===== config.mk =====
export PLATFORM = sky130hd
export DESIGN_NAME = uart_baud_gen
export DESIGN_NICKNAME = d
export VERILOG_FILES = /design/src/rtl/uart_baud_gen.sv
export SDC_FILE = /design/constraint.sdc
export NUM_CORES = 1
export LEC_CHECK = 0
export CAP_MARGIN = 20
export CORE_MARGIN = 2
export CORE_UTILIZATION = 50
export CTS_CLUSTER_SIZE = 10
export DETAILED_ROUTE_END_ITERATION = 6
export GPL_ROUTABILITY_DRIVEN = 0
export PLACE_DENSITY = 0.68
export SETUP_SLACK_MARGIN = 0.3
export SLEW_MARGIN = 25
export SYNTH_ARGS = -nofsm -noshare
export SYNTH_HDL_FRONTEND = slang
export SYNTH_SLANG_ARGS = --single-unit

===== constraint.sdc =====
create_clock -name clk -period 2.5 [get_ports clk]
set_input_delay 0.5 -clock clk [delete_from_list [all_inputs] [get_ports clk]]
set_output_delay 0.5 -clock clk [all_outputs]
set_load 0.01 [all_outputs]

===== src/rtl/uart_baud_gen.sv =====
// UART bit-rate timing generator: runs one frame of bit strobes and oversample
// ticks per bps_start request, with TX (end-of-bit) or RX (mid-bit) strobe phase.
module uart_baud_gen #(
    parameter int unsigned CLK_FREQ   = 50000000,
    parameter int unsigned FRAME_BITS = 10,
    parameter int unsigned OS_RATE    = 16,
    parameter int unsigned CNT_W      = 16
) (
    input  logic       clk,
    input  logic       rst_n,
    input  logic       bps_start,
    input  logic [2:0] baud_sel,
    input  logic       mode,
    output logic       clk_bps,
    output logic       os_tick,
    output logic [3:0] bit_idx,
    output logic       busy,
    output logic       frame_done
);

    function automatic int unsigned baud_rate(input int unsigned idx);
        case (idx)
            0:       return 1200;
            1:       return 2400;
            2:       return 4800;
            3:       return 9600;
            4:       return 19200;
            5:       return 38400;
            6:       return 57600;
            default: return 115200;
        endcase
    endfunction

    function automatic int unsigned div_of(input int unsigned idx);
        return CLK_FREQ / baud_rate(idx);
    endfunction

    function automatic int unsigned max_div();
        int unsigned m;
        m = 0;
        for (int unsigned i = 0; i < 8; i++) begin
            if (div_of(i) > m) m = div_of(i);
        end
        return m;
    endfunction

    function automatic int unsigned min_osdiv();
        int unsigned m;
        m = 32'hFFFF_FFFF;
        if (OS_RATE == 0) return 0;
        for (int unsigned i = 0; i < 8; i++) begin
            if (div_of(i) / OS_RATE < m) m = div_of(i) / OS_RATE;
        end
        return m;
    endfunction

    localparam int unsigned MAX_DIV   = max_div();
    localparam int unsigned MIN_OSDIV = min_osdiv();
    localparam logic [3:0]  LAST_BIT  = 4'(FRAME_BITS - 1);

    if (MAX_DIV == 0 || ((MAX_DIV - 1) >> CNT_W) != 0) begin : g_bad_cnt_w
        $error("uart_baud_gen: largest divisor does not fit CNT_W");
    end
    if (MIN_OSDIV < 2) begin : g_bad_osdiv
        $error("uart_baud_gen: oversample divisor below 2");
    end
    if (FRAME_BITS > 15) begin : g_bad_frame
        $error("uart_baud_gen: FRAME_BITS above 15");
    end
    if (OS_RATE < 2) begin : g_bad_os_rate
        $error("uart_baud_gen: OS_RATE below 2");
    end

    // Constant divisor tables indexed by baud_sel; stored minus one where used as a wrap point.
    logic [CNT_W-1:0] div_m1_tab   [8];
    logic [CNT_W-1:0] half_tab     [8];
    logic [CNT_W-1:0] osdiv_m1_tab [8];

    for (genvar i = 0; i < 8; i++) begin : g_tab
        assign div_m1_tab[i]   = CNT_W'(div_of(i) - 1);
        assign half_tab[i]     = CNT_W'(div_of(i) / 2);
        assign osdiv_m1_tab[i] = CNT_W'(div_of(i) / OS_RATE - 1);
    end

    typedef enum logic [1:0] {
        IDLE = 2'd0,
        RUN  = 2'd1,
        DONE = 2'd2
    } state_t;

    state_t state, state_nxt;

    logic [CNT_W-1:0] div_m1_q, half_q, osdiv_m1_q;
    logic             mode_q;
    logic [CNT_W-1:0] cnt, os_cnt;
    logic [CNT_W-1:0] tap;
    logic             start, run_go, cnt_wrap, os_wrap, frame_end;

    always_comb begin
        state_nxt = state;
        start     = 1'b0;
        run_go    = 1'b0;
        tap       = mode_q ? half_q : div_m1_q;
        cnt_wrap  = (cnt == div_m1_q);
        os_wrap   = (os_cnt == osdiv_m1_q);
        frame_end = cnt_wrap && (bit_idx == LAST_BIT);
        case (state)
            IDLE: begin
                if (bps_start) begin
                    start     = 1'b1;
                    state_nxt = RUN;
                end
            end
            RUN: begin
                if (!bps_start) begin
                    state_nxt = IDLE;
                end else begin
                    run_go = 1'b1;
                    if (frame_end) state_nxt = DONE;
                end
            end
            DONE: begin
                if (!bps_start) state_nxt = IDLE;
            end
            default: state_nxt = IDLE;
        endcase
    end

    always_ff @(posedge clk or negedge rst_n) begin
        if (!rst_n) begin
            state <= IDLE;
        end else begin
            state <= state_nxt;
        end
    end

    // Strobes are only produced by a running frame that was not aborted on this edge.
    always_ff @(posedge clk or negedge rst_n) begin
        if (!rst_n) begin
            div_m1_q   <= '0;
            half_q     <= '0;
            osdiv_m1_q <= '0;
            mode_q     <= 1'b0;
            cnt        <= '0;
            os_cnt     <= '0;
            bit_idx    <= '0;
            busy       <= 1'b0;
            clk_bps    <= 1'b0;
            os_tick    <= 1'b0;
            frame_done <= 1'b0;
        end else begin
            clk_bps    <= run_go && (cnt == tap);
            os_tick    <= run_go && os_wrap;
            frame_done <= run_go && frame_end;
            busy       <= (state_nxt == RUN);
            if (start) begin
                div_m1_q   <= div_m1_tab[baud_sel];
                half_q     <= half_tab[baud_sel];
                osdiv_m1_q <= osdiv_m1_tab[baud_sel];
                mode_q     <= mode;
                cnt        <= '0;
                os_cnt     <= '0;
                bit_idx    <= '0;
            end else if (run_go) begin
                if (cnt_wrap) begin
                    cnt     <= '0;
                    os_cnt  <= '0;
                    bit_idx <= frame_end ? 4'd0 : 4'(bit_idx + 4'd1);
                end else begin
                    cnt    <= cnt + 1'b1;
                    os_cnt <= os_wrap ? '0 : os_cnt + 1'b1;
                end
            end else begin
                cnt     <= '0;
                os_cnt  <= '0;
                bit_idx <= '0;
            end
        end
    end

endmodule


**After elaboration in Yosys (flattened, before gate mapping)**

Memories as Yosys holds them, arrays and structs flattened. A register that Yosys moved wholly into a read port is not among the register bits.
Cells that the tools add are included.

- Add/sub/neg operators: 3
- Equal/unequal tests: 8
- Multiplexer cells: 20
- Bitwise operators: 1
- Reductions and logical operators: 8

Operators with widths:

| kind | number |
|---|---|
| 16-bit 2-to-1 mux | 8 |
| 16-bit equality test | 3 |
| 16-bit by 1-bit adder with 16-bit output, second input constant | 2 |
| 4-bit 2-to-1 mux | 4 |
| 2-bit 2-to-1 mux | 4 |
| 2-bit one-hot mux with 3 select lines | 1 |
| 4-bit by 1-bit adder with 4-bit output, second input constant | 1 |
| 2-bit by 1-bit equality test with 1-bit output, second input constant | 2 |
| 4-bit equality test, second input constant | 1 |
| 1-bit logical AND | 4 |
| 3-bit NOT with 4-bit output | 1 |
| 1-bit logical NOT | 3 |
| 1-bit 2-to-1 mux | 3 |
| 3-bit by 2-bit inequality test with 1-bit output, second input constant | 1 |
| 2-bit equality test, second input constant | 1 |
| 2-bit logical NOT | 1 |

- Flip-flop bits (word level): 43
- Bits in read-only memories: 384
- Input port bits: 7
- Output and inout bits: 8
- Word-level logic and storage cells: 52
- Memories kept: 3

Memories:

| memory | words | width | rd ports | clocked after memory_dff | wr ports | line | RTL |
|---|---|---|---|---|---|---|---|
| (no name shown) | 8 | 16 | 1 | 1 | 0 | 159 | `osdiv_m1_q <= osdiv_m1_tab[baud_sel];` |
| (no name shown) | 8 | 16 | 1 | 1 | 0 | 158 | `half_q <= half_tab[baud_sel];` |
| (no name shown) | 8 | 16 | 1 | 1 | 0 | 157 | `div_m1_q <= div_m1_tab[baud_sel];` |

**Longest topological paths before layout**

- Depth after elaboration: 6
- Mapped depth: 7
- Mapped depth without buffers: 6

**Worst setup path after synthesis**

Ideal clock, no wire load.

- Kind: register to register
- Start: register os_cnt[12]
- End: register os_cnt[11]
- Library setup time: 119 ps
- Arrival: 1,657 ps
- Data required time: 2,381 ps
- Setup slack: 724 ps
- Cell stages (with the launch flop): 7
- Path buffers: 1
- Period minus slack after synthesis: 1,776 ps
- Cell sequence: dfrtp_1 > or4_1 > nor4_1 > nand4_1 > nand4_2 > buf_6 > nor2_1

- Longest elaborated chain between the ends: 5

Ends and longest elaborated chain:

| what | line | RTL |
|---|---|---|
| start: declaration | 95 | `logic [CNT_W-1:0] cnt, os_cnt;` |
| start signal: assignment | 171 | `os_cnt <= os_wrap ? '0 : os_cnt + 1'b1;` |
| 16-bit equality test | 105 | `os_wrap = (os_cnt == osdiv_m1_q);` |
| 16-bit 2-to-1 mux | 171 |  |
| 16-bit 2-to-1 mux | 165 | `if (cnt_wrap) begin` |
| 16-bit 2-to-1 mux | 164 | `end else if (run_go) begin` |
| 16-bit 2-to-1 mux | 156 | `if (start) begin` |

Every way passes these cells.
A chain may end at the register's enable or synchronous reset.

**Final worst setup path**

- Start: register div_m1_q[11]
- End: register bit_idx[1]

- Longest elaborated chain between the ends: 6
- Elaborated cells on any way between the ends: 7
- Classes of those cells: eq/ne (2); mux (4); reduce/logical (1)

Ends and longest elaborated chain:

| what | line | RTL |
|---|---|---|
| start: declaration | 93 | `logic [CNT_W-1:0] div_m1_q, half_q, osdiv_m1_q;` |
| 16-bit equality test (*) | 104 | `cnt_wrap = (cnt == div_m1_q);` |
| 1-bit logical AND | 106 | `frame_end = cnt_wrap && (bit_idx == LAST_BIT);` |
| 4-bit 2-to-1 mux | 168 | `bit_idx <= frame_end ? 4'd0 : 4'(bit_idx + 4'd1);` |
| 4-bit 2-to-1 mux | 165 |  |
| 4-bit 2-to-1 mux | 164 |  |
| 4-bit 2-to-1 mux | 156 |  |
| end signal: assignment | 168 |  |
| end: declaration | 16 | `output logic [3:0] bit_idx,` |

Mark *: on every way between the ends. The rest lies on a longest branch, timed or not. The select of a mux whose other input is x is not followed.

==> impl_results.md <==
- Area contributors post-synth: dfrtp_1 (45%), xor2_1 (9.5%), xnor2_1 (7.1%), nor2_1 (5.2%), nand2_1 (4.7%)
- Site row count: 31
- Pwr Density: 589 mW/mm^2
- CP Launch Type: register
- Mapped cell area: 0.00368 mm^2
- Most common cell in the netlist: dfrtp_1
- Seq/Total Area, Yosys: between 40% and 50%
- Top Ports: 15
- Avg Inst Size Synth: between 9 and 10 um^2
- Multi-input gate area: about 0.0019 mm^2
- Min-delay worst type: in2async
- Synth-to-Final Area Change: 11.5%
- Hold slack final: between 0.1 and 0.15 ns
- Post-CTS Hold Buffers: 0
- DIE HEIGHT: roughly 90 um
- Drt drc: 0
- Initial antenna violation count: 0
- Worst-Margin Slew: 0.722 ns
- Drt via density: about 5.4
- Core area: 0.00718 mm^2
- Post-synth top cells: dfrtp_1 (66), nor2_1 (51), nand2_1 (46)
- CTS tree: yes
- Minimum clock period: about 2 ns
- Largest net degree at the start of global routing: between 40 and 50
- Nets: about 420
- Tcrit/Tclk final: between 80 and 90%
- Max clock buf depth: 2
- Clock latency at the later pin of the worst-skew pair: about 0.35 ns
- Final Hold Vio Count: 0
- RSZ-0062 raised after global routing: no
- Post-synth EDFFs: 0
- Die area: 0.00806 mm^2
- DRT Wirelength: about 7600 um
- Critical Path AT: about 2.3 ns
- First-pass detailed-route iteration total: 4
- Max-Cap Viols: 0
- Clk pwr share: between 30% and 40%
- Combinational power share: between 10% and 20%
- Internal power: ~1.7 mW
- Die Span X: between 80 and 90 um
- Achievable Freq: approximately 0.49 GHz
- Crit path launch: div_m1_q[11]
- Worst Skew: 0.00999 ns
- CTS Buf Count: 9
- Setup violators final: 0
- First-pass GRT wire length: approximately 13000 um
- Sum Neg Setup Slack: 0 ns
- Net Count, Synth: slightly above 400
- Storage element area: ~0.0017 mm^2
- Critical path class: reg2reg
- Outcome: finished, final reports clean
- Relative slew slack: a little over 50%
- FF+latch count, synth: 66
- Grt total ovfl: 0
- Lkg Pwr: 1.83 nW
- DR iter-0 viols: between 100 and 150
- Post-Place Cells: between 400 and 500
- Vias: between 2000 and 3000
- Peak supply drop: around 0.29 mV
- Psw: just under 0.7 mW
- Layout cells sized above 1: around 8.2%
- IO Port Bufs: 14
- Reg power frac: about half
- Worst-path clk slew: 0.08 ns
- Starting Density: approximately half
- Post-Synthesis Cells: between 300 and 400
- Clock sink count: 66
- Worst-path fanout max: 7
- Yosys warnings: 0
- H-tree Lvls: 3
- Net Sw Frac: approximately 28%
- Number of global-route vias before repair: about 2700
- Reg-to-reg critical path startpoint: div_m1_q[11]
- Wire per inst: ~15 um
- ANT cells: 0
- DP HPWL: about 5500 um
- Fillers: 661
- Cell accounting for the most synthesized area: dfrtp_1
- Total track usage: 20.6%
- Post-route insts no fill: approximately 500
- CTS Root Cell: clkbuf_8
- Post-route ant nets: 0
- Synth Flop Type: dfrtp_1
- Pins Over Slew Limit: 0
- Share of the synthesized area in the top cell type: between 40 and 50%
- Worst EP required: between 2 and 3 ns
- Yosys cell types: 38
- Crit end category: register
- Post-synth ARST share: between 90% and 100%
power by group through the flow:
stage          clock network, mW  registers (mW)  logic, mW
6_report                   0.893            1.20      0.324
5_1_grt                    0.958            1.21      0.369
4_1_cts                    0.903            1.20      0.324
3_5_place_dp                   0            1.22      0.322
3_3_place_gp                   0            1.21      0.314
2_1_floorplan                  0            1.18      0.248
logic make-up (layout without fill, tap and decap cells):
group / Yosys count / in the layout / synth area share, %
multiplexers: 16 / 16 / 4.35
buffers and inverters: 31 / 47 / 4.28
adder cells (fa/ha/maj): 10 / 10 / 3.40
XOR/XNOR: 70 / 70 / 16.7
flip-flops: 66 / 66 / 44.9
AO/OA/AOI/OAI: 39 / 39 / 6.15
AND/OR/NAND/NOR: 156 / 156 / 20.3
cell type report:
class                      count  area share [%]
multi-input combinational    291            46.1
sequential                    66            40.3
timing repair buffer          21            4.88
clock buffer                  10            3.11
tap                           99            3.02
clock inverter                 6            1.65
inverter                      10           0.915
through the flow:
stage	util, %	power [mW]	cell area (um^2)	setup slack, ns
final	57.2	2.42	4100	0.474
after global routing	57.2	2.53	4100	0.313
after CTS	56.8	2.42	4080	0.378
after detailed placement	54.1	1.54	3880	0.307
after global placement	54.1	1.53	3880	0.340
after floorplan	-	1.43	3680	0.724
registers in the layout (all words and copies together), names as in the netlist:
name,count
state,2
bit_idx,4
busy,1
frame_done,1
mode_q,1
osdiv_m1_q,3
div_m1_q,14
clk_bps,1
cnt,16
os_cnt,16
half_q,6
os_tick,1
placed cells by master (no fill, tap or decap), types with 9 or more instances in the layout:
cell type,count
clkdlybuf4s50_1,13
xor2_1,40
dfrtp_1,65
a21oi_1,12
mux2i_1,16
inv_1,10
ha_1,10
o21ai_0,15
nand3_1,14
xnor2_1,30
nor2_1,51
nand2_1,46
clkbuf_8,9
what timing repair did:
action,CTS,global route
setup endpoints to repair,0,32
setup buffers,0,0
resized for setup,0,4
metal layers:
metal  routed length [um]  vias to the layer above  GRT usage (%)
met5                    0                        -              0
met1                 3620                     1316           28.2
met2                 3540                       48           31.9
li1                     -                     1321              -
met3                  274                       17           4.69
met4                  150                        0           8.33
worst paths after layout:
| check | end | slack, ns | depth (start not counted) |
|---|---|---|---|
| worst max-delay path | bit_idx[1] | 0.47 | 5 |
| worst min-delay path | cnt[14] | 0.13 | 1 |
| worst max register to register | bit_idx[1] | 0.47 | 5 |
| worst min register to register | half_q[6] | 0.47 | 2 |
| max in group asynchronous | mode_q | 1.74 | 2 |
| min in group clk | half_q[6] | 0.47 | 2 |
critical path, stage by stage (launching register included):
cell and delay [ns]:
dfrtp_1 0.52, xor2_1 0.24, nor4_2 0.39, nand4_2 0.27
or3_1 0.38, a21oi_1 0.15
Note: power is estimated with default switching activity, not from simulation.
